$ cat config.mk
export PLATFORM = sky130hd
export DESIGN_NAME = hazard_controller
export DESIGN_NICKNAME = d
export VERILOG_FILES = /design/src/rtl/hazard_controller.sv
export SDC_FILE = /design/constraint.sdc
export NUM_CORES = 1
export LEC_CHECK = 0
export ABC_CLOCK_PERIOD_IN_PS = 2700
export CAP_MARGIN = 20
export CORE_MARGIN = 10
export CORE_UTILIZATION = 43
export CTS_BUF_LIST = sky130_fd_sc_hd__clkbuf_8
export DETAILED_ROUTE_END_ITERATION = 10
export PLACE_DENSITY_LB_ADDON = 0.1
export SETUP_SLACK_MARGIN = 0.05
export SYNTH_ARGS = -nofsm -noshare
export SYNTH_HDL_FRONTEND = slang
export SYNTH_SLANG_ARGS = --single-unit
$ cat constraint.sdc
create_clock -name clk_i -period 2.7 [get_ports clk_i]
set_clock_uncertainty 0.2 [all_clocks]
set_input_delay 0.405 -clock clk_i [delete_from_list [all_inputs] [get_ports clk_i]]
set_output_delay 0.405 -clock clk_i [all_outputs]
set_load 0.02 [all_outputs]
$ cat src/rtl/hazard_controller.sv
// ============================================================================
// Module   : hazard_controller
// Purpose  : RV32I 5-stage hazard scheduler: forwarding, load-use, branch
//            flush and data-memory wait FSM with timeout.
//            Optional HAZARD_PERF_CNT_EN adds stall/flush performance counters.
// Revision : 1.0 - initial release
// ============================================================================
`default_nettype none

module hazard_controller #(
    parameter int MEM_TIMEOUT_CYC = 64,
    parameter int CNT_W           = 8
) (
    input  logic        clk_i,
    input  logic        rst_i,
    input  logic [4:0]  Rs1D_i,
    input  logic [4:0]  Rs2D_i,
    input  logic [4:0]  Rs1E_i,
    input  logic [4:0]  Rs2E_i,
    input  logic [4:0]  RdE_i,
    input  logic [4:0]  RdM_i,
    input  logic [4:0]  RdW_i,
    input  logic        RegWriteM_i,
    input  logic        RegWriteW_i,
    input  logic        LoadE_i,
    input  logic        PCSrcE_i,
    input  logic        MemReqM_i,
    input  logic        MemReadyM_i,
    output logic        StallF_o,
    output logic        StallD_o,
    output logic        StallE_o,
    output logic        StallM_o,
    output logic        FlushD_o,
    output logic        FlushE_o,
    output logic        FlushW_o,
    output logic [1:0]  ForwardAE_o,
    output logic [1:0]  ForwardBE_o,
`ifdef HAZARD_PERF_CNT_EN
    output logic [31:0] StallCycles_o,
    output logic [31:0] FlushCount_o,
`endif
    output logic        MemTimeout_o
);

    localparam logic [CNT_W-1:0] C_CNT_MAX = CNT_W'(MEM_TIMEOUT_CYC - 1);

    typedef enum logic [0:0] {
        S_RUN  = 1'b0,
        S_WAIT = 1'b1
    } state_t;

    state_t             state_q, state_d;
    logic [CNT_W-1:0]   cnt_q, cnt_d;
    logic               timeout_q, timeout_d;
    logic               w_memwait;
    logic               w_lduse;

    function automatic logic [1:0] fwd_sel(input logic [4:0] rs,
                                           input logic       rw_m,
                                           input logic [4:0] rd_m,
                                           input logic       rw_w,
                                           input logic [4:0] rd_w);
        if (rw_m && (rd_m != 5'd0) && (rd_m == rs))
            return 2'b10;
        else if (rw_w && (rd_w != 5'd0) && (rd_w == rs))
            return 2'b01;
        else
            return 2'b00;
    endfunction

    always_ff @(posedge clk_i or posedge rst_i) begin
        if (rst_i) begin
            state_q   <= S_RUN;
            cnt_q     <= '0;
            timeout_q <= 1'b0;
        end else begin
            state_q   <= state_d;
            cnt_q     <= cnt_d;
            timeout_q <= timeout_d;
        end
    end

    // The aborted access is released on the timeout cycle, so it must not
    // re-enter WAIT while its request is still asserted.
    always_comb begin
        state_d   = state_q;
        cnt_d     = cnt_q;
        timeout_d = 1'b0;
        case (state_q)
            S_RUN: begin
                if (MemReqM_i && !MemReadyM_i && !timeout_q) begin
                    state_d = S_WAIT;
                    cnt_d   = CNT_W'(1);
                end
            end
            S_WAIT: begin
                if (MemReadyM_i) begin
                    state_d = S_RUN;
                    cnt_d   = '0;
                end else if (cnt_q == C_CNT_MAX) begin
                    state_d   = S_RUN;
                    cnt_d     = '0;
                    timeout_d = 1'b1;
                end else begin
                    cnt_d = cnt_q + CNT_W'(1);
                end
            end
            default: begin
                state_d = S_RUN;
                cnt_d   = '0;
            end
        endcase
    end

    always_comb begin
        w_lduse   = LoadE_i && (RdE_i != 5'd0) &&
                    ((RdE_i == Rs1D_i) || (RdE_i == Rs2D_i));
        // A ready WAIT cycle completes the access, so MEM may advance.
        w_memwait = ((state_q == S_RUN) && MemReqM_i && !MemReadyM_i && !timeout_q) ||
                    ((state_q == S_WAIT) && !MemReadyM_i);

        StallF_o    = 1'b0;
        StallD_o    = 1'b0;
        StallE_o    = 1'b0;
        StallM_o    = 1'b0;
        FlushD_o    = 1'b0;
        FlushE_o    = 1'b0;
        FlushW_o    = 1'b0;
        ForwardAE_o = 2'b00;
        ForwardBE_o = 2'b00;

        if (!rst_i) begin
            ForwardAE_o = fwd_sel(Rs1E_i, RegWriteM_i, RdM_i, RegWriteW_i, RdW_i);
            ForwardBE_o = fwd_sel(Rs2E_i, RegWriteM_i, RdM_i, RegWriteW_i, RdW_i);
            if (w_memwait) begin
                StallF_o = 1'b1;
                StallD_o = 1'b1;
                StallE_o = 1'b1;
                StallM_o = 1'b1;
                FlushW_o = 1'b1;
            end else if (timeout_q) begin
                FlushW_o = 1'b1;
            end else if (PCSrcE_i) begin
                FlushD_o = 1'b1;
                FlushE_o = 1'b1;
            end else if (w_lduse) begin
                StallF_o = 1'b1;
                StallD_o = 1'b1;
                FlushE_o = 1'b1;
            end
        end
    end

    assign MemTimeout_o = timeout_q;

`ifdef HAZARD_PERF_CNT_EN
    logic [31:0] stall_cnt_q;
    logic [31:0] flush_cnt_q;

    always_ff @(posedge clk_i or posedge rst_i) begin
        if (rst_i) begin
            stall_cnt_q <= '0;
            flush_cnt_q <= '0;
        end else begin
            if (StallF_o)
                stall_cnt_q <= stall_cnt_q + 32'd1;
            if (FlushD_o || FlushE_o)
                flush_cnt_q <= flush_cnt_q + 32'd1;
        end
    end

    assign StallCycles_o = stall_cnt_q;
    assign FlushCount_o  = flush_cnt_q;
`endif

endmodule

`default_nettype wire

==> out/summary.txt <==
Largest net degree at the start of global routing: 12
Synth Register Bits: 10
P per Cell Area: 326 nW/um2
CTS tree: yes
VDD IR max: 0.000504 V
Sequential fraction of the synthesis area: 25.2%
GRT Util Overall: 16.3%
RSZ-0062 raised after global routing: true
Setup violators final: 0
Nets: 246
Routability cong.: 0.864
WL/cell: 16.2 um
H-tree depth: 1
Top-count cell post-synth: xor2_1
Pleak: 0.834 nW
Status: complete, no violations
Top-area cell type share of the netlist area: 25.2%
Fillers: 158
Synth area leader: dfrtp_1
Drt drc: 0
Area added between synthesis and finish: 81.1%
YS warnings: 0
Root Buffer: clkbuf_8
Min Tclk post-route: 2610 ps
Upper clock frequency limit: 0.383 GHz
Final worst-path cycle share: 96.7%
Post-synthesis cell count: 121
Synth area leaders: dfrtp_1 25%, xor2_1 18%, xnor2_1 9.7%
WP data arrival: 2000 ps
Power Total: 587 uW
Core Rows: 17
Worst setup EP type: output pin
Antenna violations before repair: 0
TritonCTS Buffers: 3
Post-Syn Nets: 165
Crit path kind: primary input to output pin
ANT nets after route: 0
Final Hold Fails: 0
Asr flop ratio synth: 100%
Slew HR: 59.1%
Die Ht: 68.1 um
Placement Setup Slack: -467 ps
Die area: 4630 um2
Vias/cell: 5.24
Type of origin of the critical path: primary input
EDFF count, synth: 0
Netlist cell types: 31
Multi-input gate area in the final layout: 733 um2
Vias in the first global route: 1311
Worst Hold Class: primary input to async pin
Total congestion overflow: 0
Final WS setup: 90.4 ps
Die width: 68.1 um
Global-route wire length before repair: 5900 um
Critical path peak fanout: 2
Port bufs: 54
Max Transition Viols Final: 0
Layout cells sized above 1: 21.4%
I/O pins: 55
Required time worst endpoint: 2100 ps
ANT cells: 0
Final HPWL from detailed placement: 3130 um
Slew @ Worst Pin: 607 ps
Worst-Skew Late Latency: 240 ps
Core region area: 2210 um2
Post-Route WL: 3700 um
Top_reg_cell synth: dfrtp_1
Number of max-cap violations: 0
Initial Utilization: 44.9%
Post-synth top cells: 20 x xor2_1, 11 x nor2_1, 11 x xnor2_1
Storage element area: 250 um2
Drt initial violations: 89
Longest Clk Path Bufs: 2
Clock transition at path regs: 50 ps
Syn Area/Cell: 8.21 um2
Sinks on Clock Net: 10
Vias: 1199
Post-Syn Area: 993 um2
Initial DRT Pass Iterations: 4
layout make-up:
| type | instances | area share (%) |
|---|---|---|
| Inverter | 4 | 0.834 |
| Clock buffer | 4 | 3.06 |
| Sequential cell | 10 | 13.9 |
| Multi-Input combinational cell | 105 | 40.8 |
| Timing Repair Buffer | 78 | 39.5 |
| Tap cell | 28 | 1.95 |
where the power goes:
| part | internal, mW | switching (mW) | leakage [nW] |
|---|---|---|---|
| clock network | 0.129 | 0.0630 | 0.0288 |
| logic | 0.128 | 0.0966 | 0.670 |
| registers | 0.159 | 0.0110 | 0.136 |
| total | 0.416 | 0.171 | 0.834 |
registers in the layout, summed over array words and instances, names as in the netlist:
| name | cells |
|---|---|
| cnt_q | 8 |
| state_q | 1 |
| MemTimeout_o | 1 |
logic make-up (layout without fill, tap and decap cells):
group / Yosys count / count (layout) / share of synthesized area (%)
DFF: 10 / 10 / 25.2
AOI/OAI and AO/OA: 24 / 24 / 16.5
xor gates and xnor gates: 31 / 31 / 27.3
and+or+nand+nor: 49 / 49 / 26.7
buffers and inverters: 6 / 86 / 3.02
adders and majority gates: 1 / 1 / 1.26
stage by stage:
stage / area [um2] / utilization, % / instances / TNS [ps] / hold slack, ps
after floorplan: 993 / - / 121 / 0 / 61.7
after global placement: 1730 / 78.4 / 225 / -1830 / 312
after detailed placement: 1730 / 78.4 / 225 / -1980 / 321
after CTS: 1770 / 80.1 / 229 / 0 / 334
after global routing: 1800 / 81.3 / 229 / 0 / 360
final: 1800 / 81.3 / 229 / 0 / 336
final timing paths:
check                           from              to  slack, ps  cells past startpoint
setup / recovery           Rs2E_i[3]  ForwardBE_o[0]         90                      5
hold / removal                 rst_i        cnt_q[4]        340                      3
setup reg to reg            cnt_q[0]        cnt_q[3]        580                      5
hold reg to reg             cnt_q[4]        cnt_q[4]        340                      1
max in group asynchronous      rst_i        cnt_q[1]       1810                      3
min in group clk_i          cnt_q[4]        cnt_q[4]        340                      1
layer usage:
metal	global-route usage, %	wire length, um	vias to the layer above
li1	-	-	595
met1	15.9	1300	549
met2	33.3	2090	49
met3	5.38	268	6
met4	1.51	46	0
met5	0	0	-
cells in the final DEF (no fill, tap or decap), types with 3 or more instances in the layout:
| cell type | count |
|---|---|
| buf_4 | 26 |
| clkdlybuf4s50_1 | 40 |
| inv_1 | 4 |
| xor2_1 | 20 |
| or4_1 | 3 |
| clkbuf_8 | 4 |
| nor2_1 | 11 |
| o21ai_0 | 9 |
| a21o_1 | 3 |
| dlymetal6s2s_1 | 6 |
| nand2_1 | 8 |
| nor4_1 | 3 |
| nand3_1 | 5 |
| dfrtp_1 | 10 |
| xnor2_1 | 11 |
| nor3_1 | 6 |
critical path: stages:
cell and delay, ps:
clkdlybuf4s50_1 430, xor2_1 150, or4_1 530, nor4_2 290, buf_4 190
what timing repair did:
action | in CTS | in global routing
endpoints found under the setup margin | 8 | 7
pin swaps | 0 | 5
hold buffers | 0 | 0
resized for setup | 28 | 17
buffers inserted | 0 | 0
No activity file was read; power rests on OpenSTA's default activity.
